`config.mk`:
```
export PLATFORM = sky130hd
export DESIGN_NAME = fit_tracker_gen2
export DESIGN_NICKNAME = d
export VERILOG_FILES = /design/src/rtl/fit_tracker_gen2.sv
export SDC_FILE = /design/constraint.sdc
export NUM_CORES = 1
export LEC_CHECK = 0
export ABC_AREA = 1
export CAP_MARGIN = 20
export CORE_ASPECT_RATIO = 1.4
export CORE_MARGIN = 2
export CORE_UTILIZATION = 62
export CTS_CLUSTER_DIAMETER = 60
export DETAILED_ROUTE_END_ITERATION = 12
export GPL_TIMING_DRIVEN = 0
export PLACE_DENSITY = 0.94
export SETUP_SLACK_MARGIN = 0.2
export SYNTH_ARGS = -nofsm -noshare
export SYNTH_HDL_FRONTEND = slang
export SYNTH_SLANG_ARGS = --single-unit
```
`constraint.sdc`:
```
create_clock -name slowClk -period 6.4 [get_ports slowClk]
set_input_delay 0.64 -clock slowClk [delete_from_list [all_inputs] [get_ports slowClk]]
set_output_delay 0.64 -clock slowClk [all_outputs]
set_load 0.01 [all_outputs]
```
`src/rtl/fit_tracker_gen2.sv`:
```
// rtl/fit_tracker_gen2.sv - step counter, distance, per-second rate, streak and early-window tracker
//
// Purpose: counts synchronised step pulses, derives distance, and once per
// second (TICKS_PER_SEC slowClk cycles) updates activity statistics.
// Ports:
//   slowClk    clock, rising edge
//   RESET      synchronous active-high reset
//   PULSES     asynchronous step pulse, one step per rising edge
//   EN         0 pauses step counting and time-keeping
//   SI         sticky step-count saturation flag
//   stepcnt    total steps (saturates at SAT_STEPS)
//   distance   stepcnt >> DIST_SHIFT
//   sec        early-window seconds whose rate exceeded LO_TH
//   sectime    credited high-activity seconds
//   peak_rate  highest completed-second rate
//   sec_tick   one-cycle pulse in the last tick of each second
module fit_tracker_gen2 #(
    parameter int STEP_W        = 14,
    parameter int SAT_STEPS     = 9999,
    parameter int DIST_SHIFT    = 10,
    parameter int TICKS_PER_SEC = 1000,
    parameter int RATE_W        = 9,
    parameter int HI_TH         = 63,
    parameter int LO_TH         = 32,
    parameter int STREAK_MIN    = 60,
    parameter int WIN_SECS      = 9,
    parameter int TIME_W        = 9
) (
    input  logic                         slowClk,
    input  logic                         RESET,
    input  logic                         PULSES,
    input  logic                         EN,
    output logic                         SI,
    output logic [STEP_W-1:0]            stepcnt,
    output logic [STEP_W-DIST_SHIFT-1:0] distance,
    output logic [3:0]                   sec,
    output logic [TIME_W-1:0]            sectime,
    output logic [RATE_W-1:0]            peak_rate,
    output logic                         sec_tick
);

    localparam int TICK_W = $clog2(TICKS_PER_SEC);
    localparam int EL_W   = $clog2(WIN_SECS + 2);

    localparam logic [TICK_W-1:0] TICK_LAST = TICK_W'(TICKS_PER_SEC - 1);
    localparam logic [STEP_W-1:0] SAT_V     = STEP_W'(SAT_STEPS);
    localparam logic [RATE_W-1:0] RATE_MAX  = '1;
    localparam logic [RATE_W-1:0] HI_V      = RATE_W'(HI_TH);
    localparam logic [RATE_W-1:0] LO_V      = RATE_W'(LO_TH);
    localparam logic [TIME_W-1:0] TIME_MAX  = '1;
    localparam logic [TIME_W-1:0] SM_V      = TIME_W'(STREAK_MIN);
    localparam logic [EL_W-1:0]   WIN_V     = EL_W'(WIN_SECS);
    localparam logic [EL_W-1:0]   EL_MAX    = EL_W'(WIN_SECS + 1);

    // Input synchroniser, edge detector and post-reset arming
    logic              sync1_q, sync2_q, prev_q;
    logic [1:0]        settle_q, settle_d;
    logic              arm_q, arm_d;
    // Counters and statistics
    logic [TICK_W-1:0] tick_q, tick_d;
    logic [RATE_W-1:0] rate_q, rate_d, rate_fin;
    logic [TIME_W-1:0] streak_q, streak_d, streak_new;
    logic [EL_W-1:0]   elapsed_q, elapsed_d;
    logic [STEP_W-1:0] stepcnt_q, stepcnt_d;
    logic              si_q, si_d;
    logic [3:0]        sec_q, sec_d;
    logic [TIME_W-1:0] sectime_q, sectime_d;
    logic [TIME_W:0]   st_sum;
    logic [RATE_W-1:0] peak_q, peak_d;
    logic              step_ev, sec_end;

    // A step only counts once the synchronised input has been seen low after
    // reset; this stops a pulse held high through reset from looking like an edge.
    assign step_ev = sync2_q & ~prev_q & arm_q & EN;
    assign sec_end = EN & (tick_q == TICK_LAST);

    always_comb begin
        settle_d = (settle_q == 2'd2) ? settle_q : settle_q + 2'd1;
        // settle_q==2 means sync2_q now reflects PULSES sampled after reset
        arm_d    = arm_q | ((settle_q == 2'd2) & ~sync2_q);

        tick_d = tick_q;
        if (EN) begin
            tick_d = sec_end ? '0 : tick_q + TICK_W'(1);
        end

        stepcnt_d = stepcnt_q;
        if (step_ev && (stepcnt_q < SAT_V)) begin
            stepcnt_d = stepcnt_q + STEP_W'(1);
        end
        si_d = si_q | (stepcnt_d == SAT_V);

        // Final rate of the current second includes a step in the sec_tick cycle
        rate_fin = (step_ev && (rate_q != RATE_MAX)) ? rate_q + RATE_W'(1) : rate_q;
        rate_d   = sec_end ? '0 : rate_fin;

        if (rate_fin > HI_V) begin
            streak_new = (streak_q == TIME_MAX) ? TIME_MAX : streak_q + TIME_W'(1);
        end else begin
            streak_new = '0;
        end
        streak_d = sec_end ? streak_new : streak_q;

        // Reaching the streak threshold credits the whole streak at once
        st_sum = {1'b0, sectime_q};
        if (streak_new == SM_V) begin
            st_sum = st_sum + (TIME_W+1)'(STREAK_MIN);
        end else if (streak_new > SM_V) begin
            st_sum = st_sum + (TIME_W+1)'(1);
        end
        sectime_d = sectime_q;
        if (sec_end) begin
            sectime_d = (st_sum > {1'b0, TIME_MAX}) ? TIME_MAX : st_sum[TIME_W-1:0];
        end

        // elapsed_q < WIN_V means the ending second is within 1..WIN_SECS
        elapsed_d = elapsed_q;
        sec_d     = sec_q;
        peak_d    = peak_q;
        if (sec_end) begin
            if (elapsed_q != EL_MAX) begin
                elapsed_d = elapsed_q + EL_W'(1);
            end
            if ((elapsed_q < WIN_V) && (rate_fin > LO_V) && (sec_q != 4'hF)) begin
                sec_d = sec_q + 4'd1;
            end
            if (rate_fin > peak_q) begin
                peak_d = rate_fin;
            end
        end
    end

    always_ff @(posedge slowClk) begin
        if (RESET) begin
            sync1_q   <= 1'b0;
            sync2_q   <= 1'b0;
            prev_q    <= 1'b0;
            settle_q  <= 2'd0;
            arm_q     <= 1'b0;
            tick_q    <= '0;
            rate_q    <= '0;
            streak_q  <= '0;
            elapsed_q <= '0;
            stepcnt_q <= '0;
            si_q      <= 1'b0;
            sec_q     <= '0;
            sectime_q <= '0;
            peak_q    <= '0;
        end else begin
            sync1_q   <= PULSES;
            sync2_q   <= sync1_q;
            prev_q    <= sync2_q;
            settle_q  <= settle_d;
            arm_q     <= arm_d;
            tick_q    <= tick_d;
            rate_q    <= rate_d;
            streak_q  <= streak_d;
            elapsed_q <= elapsed_d;
            stepcnt_q <= stepcnt_d;
            si_q      <= si_d;
            sec_q     <= sec_d;
            sectime_q <= sectime_d;
            peak_q    <= peak_d;
        end
    end

    assign SI        = si_q;
    assign stepcnt   = stepcnt_q;
    assign distance  = stepcnt_q[STEP_W-1:DIST_SHIFT];
    assign sec       = sec_q;
    assign sectime   = sectime_q;
    assign peak_rate = peak_q;
    assign sec_tick  = sec_end;

endmodule

```
==> results of run 1 <==
## through the flow
stage | total power [mW] | setup slack [ns] | std cells
after floorplan | 0.5250 | 3.551 | 627
after global placement | 0.5350 | 3.192 | 766
after detailed placement | 0.5385 | 3.011 | 766
after CTS | 0.8424 | 2.993 | 782
after global routing | 0.8720 | 2.732 | 782
final | 0.8398 | 2.964 | 782
## layout by cell type, fill, tap and decap left out, drive strengths merged, types with 18 or more instances in the layout
cell and instances:
nor2 74, nand2 146, inv 97, ha 21, clkdlybuf4s50 44, nand3 52, xor2 18, nor3 18
o21ai 27, dfxtp 75, a21oi 29
## worst reg2reg max path: stages, from the launching register on
cell and delay (ns):
dfxtp_1 0.34, ha_1 0.22, nand3_1 0.10, nor4_1 0.06, ha_1 0.21, nor3_4 0.33, nand2_1 0.11, xor2_1 0.28
inv_1 0.13, ha_1 0.30, nand2_1 0.09, inv_1 0.07, nand3_1 0.08, o221ai_1 0.18, nand2_1 0.09, nand2_1 0.06
nand2_1 0.06, nand2_2 0.09, nand3_4 0.12, buf_6 0.17, o211a_1 0.22
## layer usage
metal | vias up | global-route usage (%) | wire length, um
met2 | 183 | 53.35 | 5874
met4 | 0 | 15.66 | 443
met3 | 41 | 4.651 | 521
li1 | 2135 | - | -
met5 | - | 0 | 0
met1 | 2064 | 30.75 | 4119
## state kept, by name (all words and copies together) (netlist names)
| register | cells |
|---|---|
| peak_rate | 9 |
| stepcnt | 14 |
| sync2_q | 1 |
| prev_q | 1 |
| elapsed_q | 4 |
| sectime | 9 |
| rate_q | 9 |
| streak_q | 9 |
| sec | 4 |
| arm_q | 1 |
| tick_q | 10 |
| settle_q | 2 |
| SI | 1 |
| sync1_q | 1 |
## layout make-up
class | count | area share [%]
buffer | 19 | 2.530
multi-input combinational | 436 | 47.21
inverter | 97 | 7.079
clock buffer | 10 | 2.481
clock inverter | 6 | 0.6324
timing repair buffer | 44 | 8.562
tap | 95 | 2.311
sequential | 75 | 29.19
## power groups by stage
stage	clock, mW	combinational (mW)	sequential [mW]
final	0.311	0.0474	0.481
after global routing	0.334	0.0559	0.482
after CTS	0.314	0.0473	0.481
after detailed placement	0	0.0469	0.492
after global placement	0	0.0438	0.491
after floorplan	0	0.0343	0.491
## worst max path at each step
stage / slack [ns] / depth (start not counted) / end
after global placement: 3.19 / 19 / peak_rate[5]$_SDFFE_PP0P_
final: 2.96 / 7 / sec_tick
after global routing: 2.73 / 20 / peak_rate[8]$_SDFFE_PP0P_
after floorplan: 3.55 / 20 / peak_rate[1]$_SDFFE_PP0P_
after detailed placement: 3.01 / 20 / peak_rate[5]$_SDFFE_PP0P_
after CTS: 2.99 / 20 / peak_rate[5]$_SDFFE_PP0P_
## kinds of logic after synthesis
kind of cell	after synthesis
muxes	1
adders and majority gates	21
xor gates and xnor gates	21
buffers and inverters	116
AOI/OAI and AO/OA	81
DFF	75
and+or+nand+nor	312
==> flow_summary.ini, run 1 <==
[status]
run_status = finished, final reports clean

[cts]
clkLatencyLatePin_ns = 0.36
cts_buffers = 9
clk_pin_slew_ns = 0.07
cts_tree = yes
cts-root-buf = clkbuf_8
htreeDepth = 3
cts.sinks = 75
cts_setup_buffers = 0
cts_resized = 0
clk_path_buf_depth = 2
hold_buffers = 0

[sta]
slew_headroom_pct = 61.17
skew_ns = 0.01246
tightest_slew_ns = 0.5825
max_freq_mhz = 291.0
slew_violations = 0
tns_ns = 0
holdWs_ns = 0.4153
fin_crit_sh_pct = 53.69
finalSetupViolations = 0
hold_viol = 0
rsz0062_at_grt = false
period_minus_slack_ns = 3.436

[min_path]
holdPathEnd = sync2_q$_SDFF_PP0_
hold_class = flop to flop
holdCritStartpoint = sync1_q$_SDFF_PP0_
hold_depth = 2

[yosys]
syn_inst = 627
synth_xor_area_share_pct = 4.157
syn-num-nets = 652
ys_types = 43
synth_top_cell_by_area = dfxtp_1
synth_ff_type = dfxtp_1
synthAdderAreaFrac_pct = 5.939
synth-async-reset-ratio_pct = 0
synthSimpleGateAreaFrac_pct = 33.34
synth-edff-count = 0
synth_commonest_cells = nand2_1, inv_1, dfxtp_1
synth_area_per_cell_sq_um = 7.056
synth_top_family_by_area = simple AND/OR/NAND/NOR gates
ys_warn_count = 0
yosys-mux-area-fraction_pct = 0.2262
synth_most_common_cell = nand2_1
yosys.area.top_type_share_pct = 33.94
synth.cell_area_sq_mm = 0.004424
ys_seq_area_share_pct = 33.94
synth.top_cells.by_area = dfxtp_1, nand2_1, inv_1
ys_ff_latch = 75
synth_compound_area_share_pct = 11.23

[critical_path]
cp.required_ns = 5.76
path_delay_family = buffers and inverters
critPathMaxFanout = 10
critical_path_arrival_ns = 2.80
criticalPathCategory = flop to output pin
critPathBufInv = 4
setup.worst_path.end_class = output pin
r2r-start = rate_q[0]$_SDFF_PP0_
critPathLaunchType = flop
reg2regPathDepth = 20
crit_slowest_cell = clkdlybuf4s50_1
cp_cell_sequence = inv_1, nor3_1, nand4_1, nor2_1, buf_4, clkbuf_1, clkdlybuf4s50_1
crit_path_max_incr_delay_ns = 0.63
worstReg2RegEnd = peak_rate[5]$_SDFFE_PP0P_
crit_start = tick_q[5]$_SDFFE_PP0P_
r2r_setup_slack_ns = 2.99

[route]
vias = 4423
drtPass1Iterations = 5
wirelength_um = 10960
ant_nets = 0
drc_errors = 0
drt_iter0_drc = 338
viasPerCell = 5.656
avgRoutedWirePerCell_um = 14.01

[floorplan]
dieWidth_um = 75.40
initial_utilization_pct = 63.78
io_pins = 46
die_area_sq_mm = 0.007837
die_h_um = 104.0
row_count = 36
core_sq_mm = 0.006937

[final_layout]
regArea_sq_mm = 0.001501
syn_to_final_growth_pct = 16.26
final_util_pct = 74.15
final_area_sq_mm = 0.005144
nNetsFinal = 707
nFillCells = 511
diodes = 0
multi_input_area_sq_mm = 0.002429
drive_above_1_share_pct = 9.753

[pwr]
p_sw_mw = 0.2103
internal_power_mw = 0.6295
ir_drop_mv = 0.1254
pwr-share-clk_pct = 37.1
p_seq_share_pct = 57.3
p_comb_share_pct = 5.6
power_switching_share_pct = 25.04
p_leak_nw = 2.254
power.density_mw_per_mm2 = 163.3

[job]
drv_cap = 0

[grt]
grt_max_degree = 13
grt_first_pass_wirelength_um = 18370
grt_antenna_before_repair = 0
grt_pass1_vias = 4314
grt_usage_pct = 29.45
grt_overflow = 0

[placement]
port_buffers = 44
place_area_sq_mm = 0.004984
hpwlAfterDp_um = 8381
routabilityCongestion = 0.9296
(Power assumes the default switching activity.)
==> inputs of run 2 (changes only) <==
--- a/config.mk
+++ b/config.mk
@@ -9,11 +9,11 @@
 export CAP_MARGIN = 20
 export CORE_ASPECT_RATIO = 1.4
 export CORE_MARGIN = 2
-export CORE_UTILIZATION = 62
+export CORE_UTILIZATION = 52
 export CTS_CLUSTER_DIAMETER = 60
 export DETAILED_ROUTE_END_ITERATION = 12
 export GPL_TIMING_DRIVEN = 0
-export PLACE_DENSITY = 0.94
+export PLACE_DENSITY = 0.85
 export SETUP_SLACK_MARGIN = 0.2
 export SYNTH_ARGS = -nofsm -noshare
 export SYNTH_HDL_FRONTEND = slang
==> constraint.sdc (replaced) <==
create_clock -name slowClk -period 2.8 [get_ports slowClk]
set_input_delay 0.28 -clock slowClk [delete_from_list [all_inputs] [get_ports slowClk]]
set_output_delay 0.28 -clock slowClk [all_outputs]
set_load 0.01 [all_outputs]
==> flow_summary.ini, run 2 (synthesis gave the netlist of run 1 again) <==
[status]
run_status = finished, violations left
failed_checks = setup timing

[final_layout]
final_area_sq_mm = 0.005727
fin_cells = 814
nNetsFinal = 732
final_common_cell = nand2_1
drive_above_1_share_pct = 19.94
syn_to_final_growth_pct = 29.44
diodes = 0
final_cell_mix = nand2_1, inv_1, dfxtp_1, nor2_1, clkdlybuf4s50_1
largest_register_ffs = 14

[sta]
fin_ws_ns = -0.2122
fin_crit_sh_pct = 107.6
tightest_slew_ns = 0.5946
period_minus_slack_ns = 3.012
finalSetupViolations = 9
holdWs_ns = 0.2346
skew_ns = 0.004884
rsz0062_at_grt = true
slew_violations = 0
hold_viol = 0
slew_headroom_pct = 60.36
max_freq_mhz = 332.0

[grt]
grt_overflow = 0
grt_usage_pct = 26.64
grt_pass1_vias = 4423
grt_antenna_before_repair = 0
grt_first_pass_wirelength_um = 19290
grt_max_degree = 12

[pwr]
power.density_mw_per_mm2 = 400.7
p_leak_nw = 2.472
ir_drop_mv = 0.3691

[floorplan]
die_area_sq_mm = 0.009272
die_h_um = 113.1
row_count = 39
core_sq_mm = 0.008198
dieWidth_um = 81.96
io_pins = 46
initial_utilization_pct = 53.97

[route]
avgRoutedWirePerCell_um = 14.83
ant_nets = 0
drc_errors = 0
viasPerCell = 5.563
drt_iter0_drc = 262
wirelength_um = 12070
drtPass1Iterations = 8
vias = 4528

[cts]
cts_buffers = 9
cts.sinks = 75
clk_path_buf_depth = 2
cts-root-buf = clkbuf_16
htreeDepth = 3
cts_tree = yes
clkLatencyLatePin_ns = 0.34
clk_pin_slew_ns = 0.05

[critical_path]
critPathMaxFanout = 4
setup.worst_path.end_class = flop
criticalPathCategory = flop to flop
critical_path_arrival_ns = 3.29
critPathLaunchType = flop
cp.required_ns = 3.08

[placement]
dp.cells = 773
place_area_sq_mm = 0.005024
hpwlAfterDp_um = 7878
port_buffers = 44
routabilityCongestion = 0.9691

[job]
drv_cap = 0

[min_path]
hold_class = input pin to flop
[run 2: worst paths after layout]
kind                         from                   endpoint  slack, ns  cells past startpoint
max reg2reg  rate_q[0]$_SDFF_PP0_  peak_rate[4]$_SDFFE_PP0P_      -0.21                     21
max          rate_q[0]$_SDFF_PP0_  peak_rate[4]$_SDFFE_PP0P_      -0.21                     21
min                            EN     tick_q[1]$_SDFFE_PP0P_       0.23                      3
min reg2reg    sync1_q$_SDFF_PP0_         sync2_q$_SDFF_PP0_       0.40                      2
[run 2: area by class of cell]
class                           count  area, sq um
Inverter                           97        364.1
Tap cell                          102        127.6
Sequential cell                    75         1515
Multi-Input combinational cell    436         2655
Clock buffer                       14        264.0
Fill cell                         620         2471
Buffer                             19        143.9
Clock inverter                      2        10.01
Timing Repair Buffer               69        646.9
[run 2: repair_timing]
item	CTS	global route
endpoints found under the setup margin	17	24
buffers inserted	16	6
pin swaps	20	14
cloned	3	0
hold buffers	0	0
gates resized for setup	44	24
[run 2: where the power goes]
part	switching, mW	internal, mW
Combinational	0.0760	0.0432
Sequential	0.0130	1.09
Clock	0.430	0.646
Total	0.519	1.78
[run 2: worst max-delay path, cell delays in order (launching register included)]
cell and delay (ns):
dfxtp_4 0.35, ha_4 0.16, nand3_4 0.08, nor4_2 0.04, ha_2 0.20, nor3_4 0.21, nand2_2 0.12, xor2_2 0.21
inv_1 0.09, ha_1 0.30, nand2_2 0.08, inv_2 0.07, nand3_2 0.09, o221ai_2 0.14, nand2_1 0.07, nand2_1 0.06
nand2_1 0.07, nand2_2 0.09, nand3_4 0.10, buf_4 0.17, nand2_1 0.10, o211a_1 0.16
[run 2: per-stage QoR]
stage | setup TNS [ns] | worst slack (ns) | utilization [%] | power (mW)
floorplan | 0 | 0.09008 | - | 1.200
global placement | -1.582 | -0.2040 | 61.28 | 1.223
detailed placement | -2.135 | -0.2754 | 61.28 | 1.230
CTS | -0.9695 | -0.1296 | 68.24 | 2.296
global route | -3.400 | -0.3147 | 69.86 | 2.386
finish | -1.661 | -0.2122 | 69.86 | 2.295
[run 2: layer usage]
metal / vias up / wire length, um / GRT usage (%)
met3: 49 / 696 / 5.423
met5: - / 0 / 0
li1: 2193 / - / -
met1: 2095 / 4571 / 28.59
met2: 191 / 6330 / 47.26
met4: 0 / 472 / 14.67
==> inputs of run 3 (changes only) <==
--- a/config.mk
+++ b/config.mk
@@ -9,11 +9,12 @@
 export CAP_MARGIN = 20
 export CORE_ASPECT_RATIO = 1.4
 export CORE_MARGIN = 2
-export CORE_UTILIZATION = 52
+export CORE_UTILIZATION = 53
+export CTS_BUF_LIST = sky130_fd_sc_hd__clkbuf_2 sky130_fd_sc_hd__clkbuf_4 sky130_fd_sc_hd__clkbuf_8
 export CTS_CLUSTER_DIAMETER = 60
 export DETAILED_ROUTE_END_ITERATION = 12
 export GPL_TIMING_DRIVEN = 0
-export PLACE_DENSITY = 0.85
+export PLACE_DENSITY = 0.86
 export SETUP_SLACK_MARGIN = 0.2
 export SYNTH_ARGS = -nofsm -noshare
 export SYNTH_HDL_FRONTEND = slang
==> flow_summary.ini, run 3 (synthesis gave the netlist of run 1 again) <==
[pwr]
p_comb_share_pct = 5.9
p_leak_nw = 2.542
pwr-share-clk_pct = 43.0
ir_drop_mv = 0.2980
power_switching_share_pct = 25.05
total_power_mw = 2.148
p_sw_mw = 0.5381
power.density_mw_per_mm2 = 362.5
internal_power_mw = 1.610
p_seq_share_pct = 51.1

[sta]
rsz0062_at_grt = true
tns_ns = -3.917
slew_headroom_pct = 55.83
holdWs_ns = 0.2221
hold_viol = 0
period_minus_slack_ns = 3.185
max_freq_mhz = 314.0
finalSetupViolations = 21
fin_crit_sh_pct = 113.7
tightest_slew_ns = 0.6626
slew_violations = 0
fin_ws_ns = -0.3846
skew_ns = 0.01220

[status]
failed_checks = setup timing
run_status = finished, violations left

[critical_path]
cp.required_ns = 3.08
crit_path_max_incr_delay_ns = 0.38
setup.worst_path.end_class = flop
path_delay_family = simple AND/OR/NAND/NOR gates
cp_cell_sequence = ha_4, nand3_4, nor4_4, ha_2, nor3_4, buf_4, buf_6, nand3_2, nand2_2, nand2_2, inv_1, ha_1, nand2_1, inv_1, nand4_1, nand3_4, buf_6, nor2_2, nor3_1
critPathBufInv = 5
criticalPathCategory = flop to flop
critPathLaunchType = flop
critical_path_arrival_ns = 3.46
crit_slowest_cell = dfxtp_4
critPathMaxFanout = 7

[route]
drc_errors = 0
avgRoutedWirePerCell_um = 17.28
viasPerCell = 5.891
vias = 4848
ant_nets = 0
drtPass1Iterations = 7
wirelength_um = 14220
drt_iter0_drc = 456

[final_layout]
syn_to_final_growth_pct = 33.96
nNetsFinal = 741
drive_above_1_share_pct = 23.44
final_cell_mix = nand2_1, inv_1, dfxtp_1, nor2_1, clkdlybuf4s50_1
diodes = 0
final_common_cell = nand2_1
final_area_sq_mm = 0.005927
largest_register_ffs = 14

[floorplan]
io_pins = 46
core_sq_mm = 0.008149
die_h_um = 112.1
initial_utilization_pct = 54.29
die_area_sq_mm = 0.009105
row_count = 39
dieWidth_um = 81.22

[placement]
dp_slack_ns = -0.2302
port_buffers = 44
routabilityCongestion = 0.9631
place_area_sq_mm = 0.005024
hpwlAfterDp_um = 7971

[job]
drv_cap = 0

[cts]
cts_buffers = 9
clk_path_buf_depth = 2
htreeDepth = 3
clkLatencyLatePin_ns = 0.38
cts.sinks = 75
cts_tree = yes
clk_pin_slew_ns = 0.09
cts-root-buf = clkbuf_8

[grt]
grt_antenna_before_repair = 0
grt_max_degree = 13
grt_usage_pct = 27.96
grt_pass1_vias = 4637
grt_overflow = 0
grt_first_pass_wirelength_um = 20090

[min_path]
hold_class = input pin to flop
## run 3: cell count changes in the layout (fill, tap and decap cells not counted), moves of 3 or more
cell | previous run | this run
nand2_4 | 5 | 8
o21ai_1 | 5 | 2
clkbuf_16 | 9 | 2
clkbuf_8 | 3 | 13
nand2_1 | 121 | 117
o21ai_2 | 3 | 6
clkbuf_1 | 9 | 6
nand3_1 | 39 | 36
buf_4 | 23 | 27
buf_8 | 0 | 3
## run 3: worst paths after layout
path / from / endpoint / slack, ns / depth (start not counted)
worst max-delay path: rate_q[0]$_SDFF_PP0_ / peak_rate[0]$_SDFFE_PP0P_ / -0.38 / 19
worst min-delay path: EN / tick_q[1]$_SDFFE_PP0P_ / 0.22 / 3
worst max register to register: rate_q[0]$_SDFF_PP0_ / peak_rate[0]$_SDFFE_PP0P_ / -0.38 / 19
worst min register to register: sync1_q$_SDFF_PP0_ / sync2_q$_SDFF_PP0_ / 0.41 / 2
## run 3: final cells by class
class                           count  area, sq um
Inverter                           97        364.1
Clock inverter                      4        47.55
Sequential cell                    75         1515
Clock buffer                       12        165.2
Timing Repair Buffer               78        764.5
Buffer                             19        155.1
Tap cell                          102        127.6
Multi-Input combinational cell    436         2788
Fill cell                         533         2222
## run 3: tightest hold or removal path: stages
cell	delay, ns
buf_6	0.12
nand2_1	0.06
o21ai_0	0.09
## run 3: per-layer routing
layer	vias to the layer above	GRT usage, %	wire (um)
li1	2214	-	-
met1	2251	29.70	4996
met2	282	48.93	7256
met3	101	5.949	952
met4	0	17.40	1019
met5	-	0	0
## run 3: what timing repair did
action / CTS / global route
hold buffers: 0 / 0
gates cloned: 1 / 2
buffers inserted: 16 / 15
resized for setup: 35 / 63
pin swaps: 15 / 23
endpoints found under the setup margin: 15 / 24
## run 3: power by group through the flow
stage / combinational, mW / sequential, mW / clock, mW
4_1_cts: 0.114 / 1.10 / 0.916
3_3_place_gp: 0.100 / 1.12 / 0
6_report: 0.127 / 1.10 / 0.923
2_1_floorplan: 0.0786 / 1.12 / 0
5_1_grt: 0.137 / 1.10 / 0.966
3_5_place_dp: 0.106 / 1.12 / 0
## run 3: through the flow
stage	utilization [%]	instances
4_1_cts	67.43	806
5_1_grt	72.73	823
3_3_place_gp	61.65	773
3_5_place_dp	61.65	773
6_report	72.73	823
2_1_floorplan	-	627
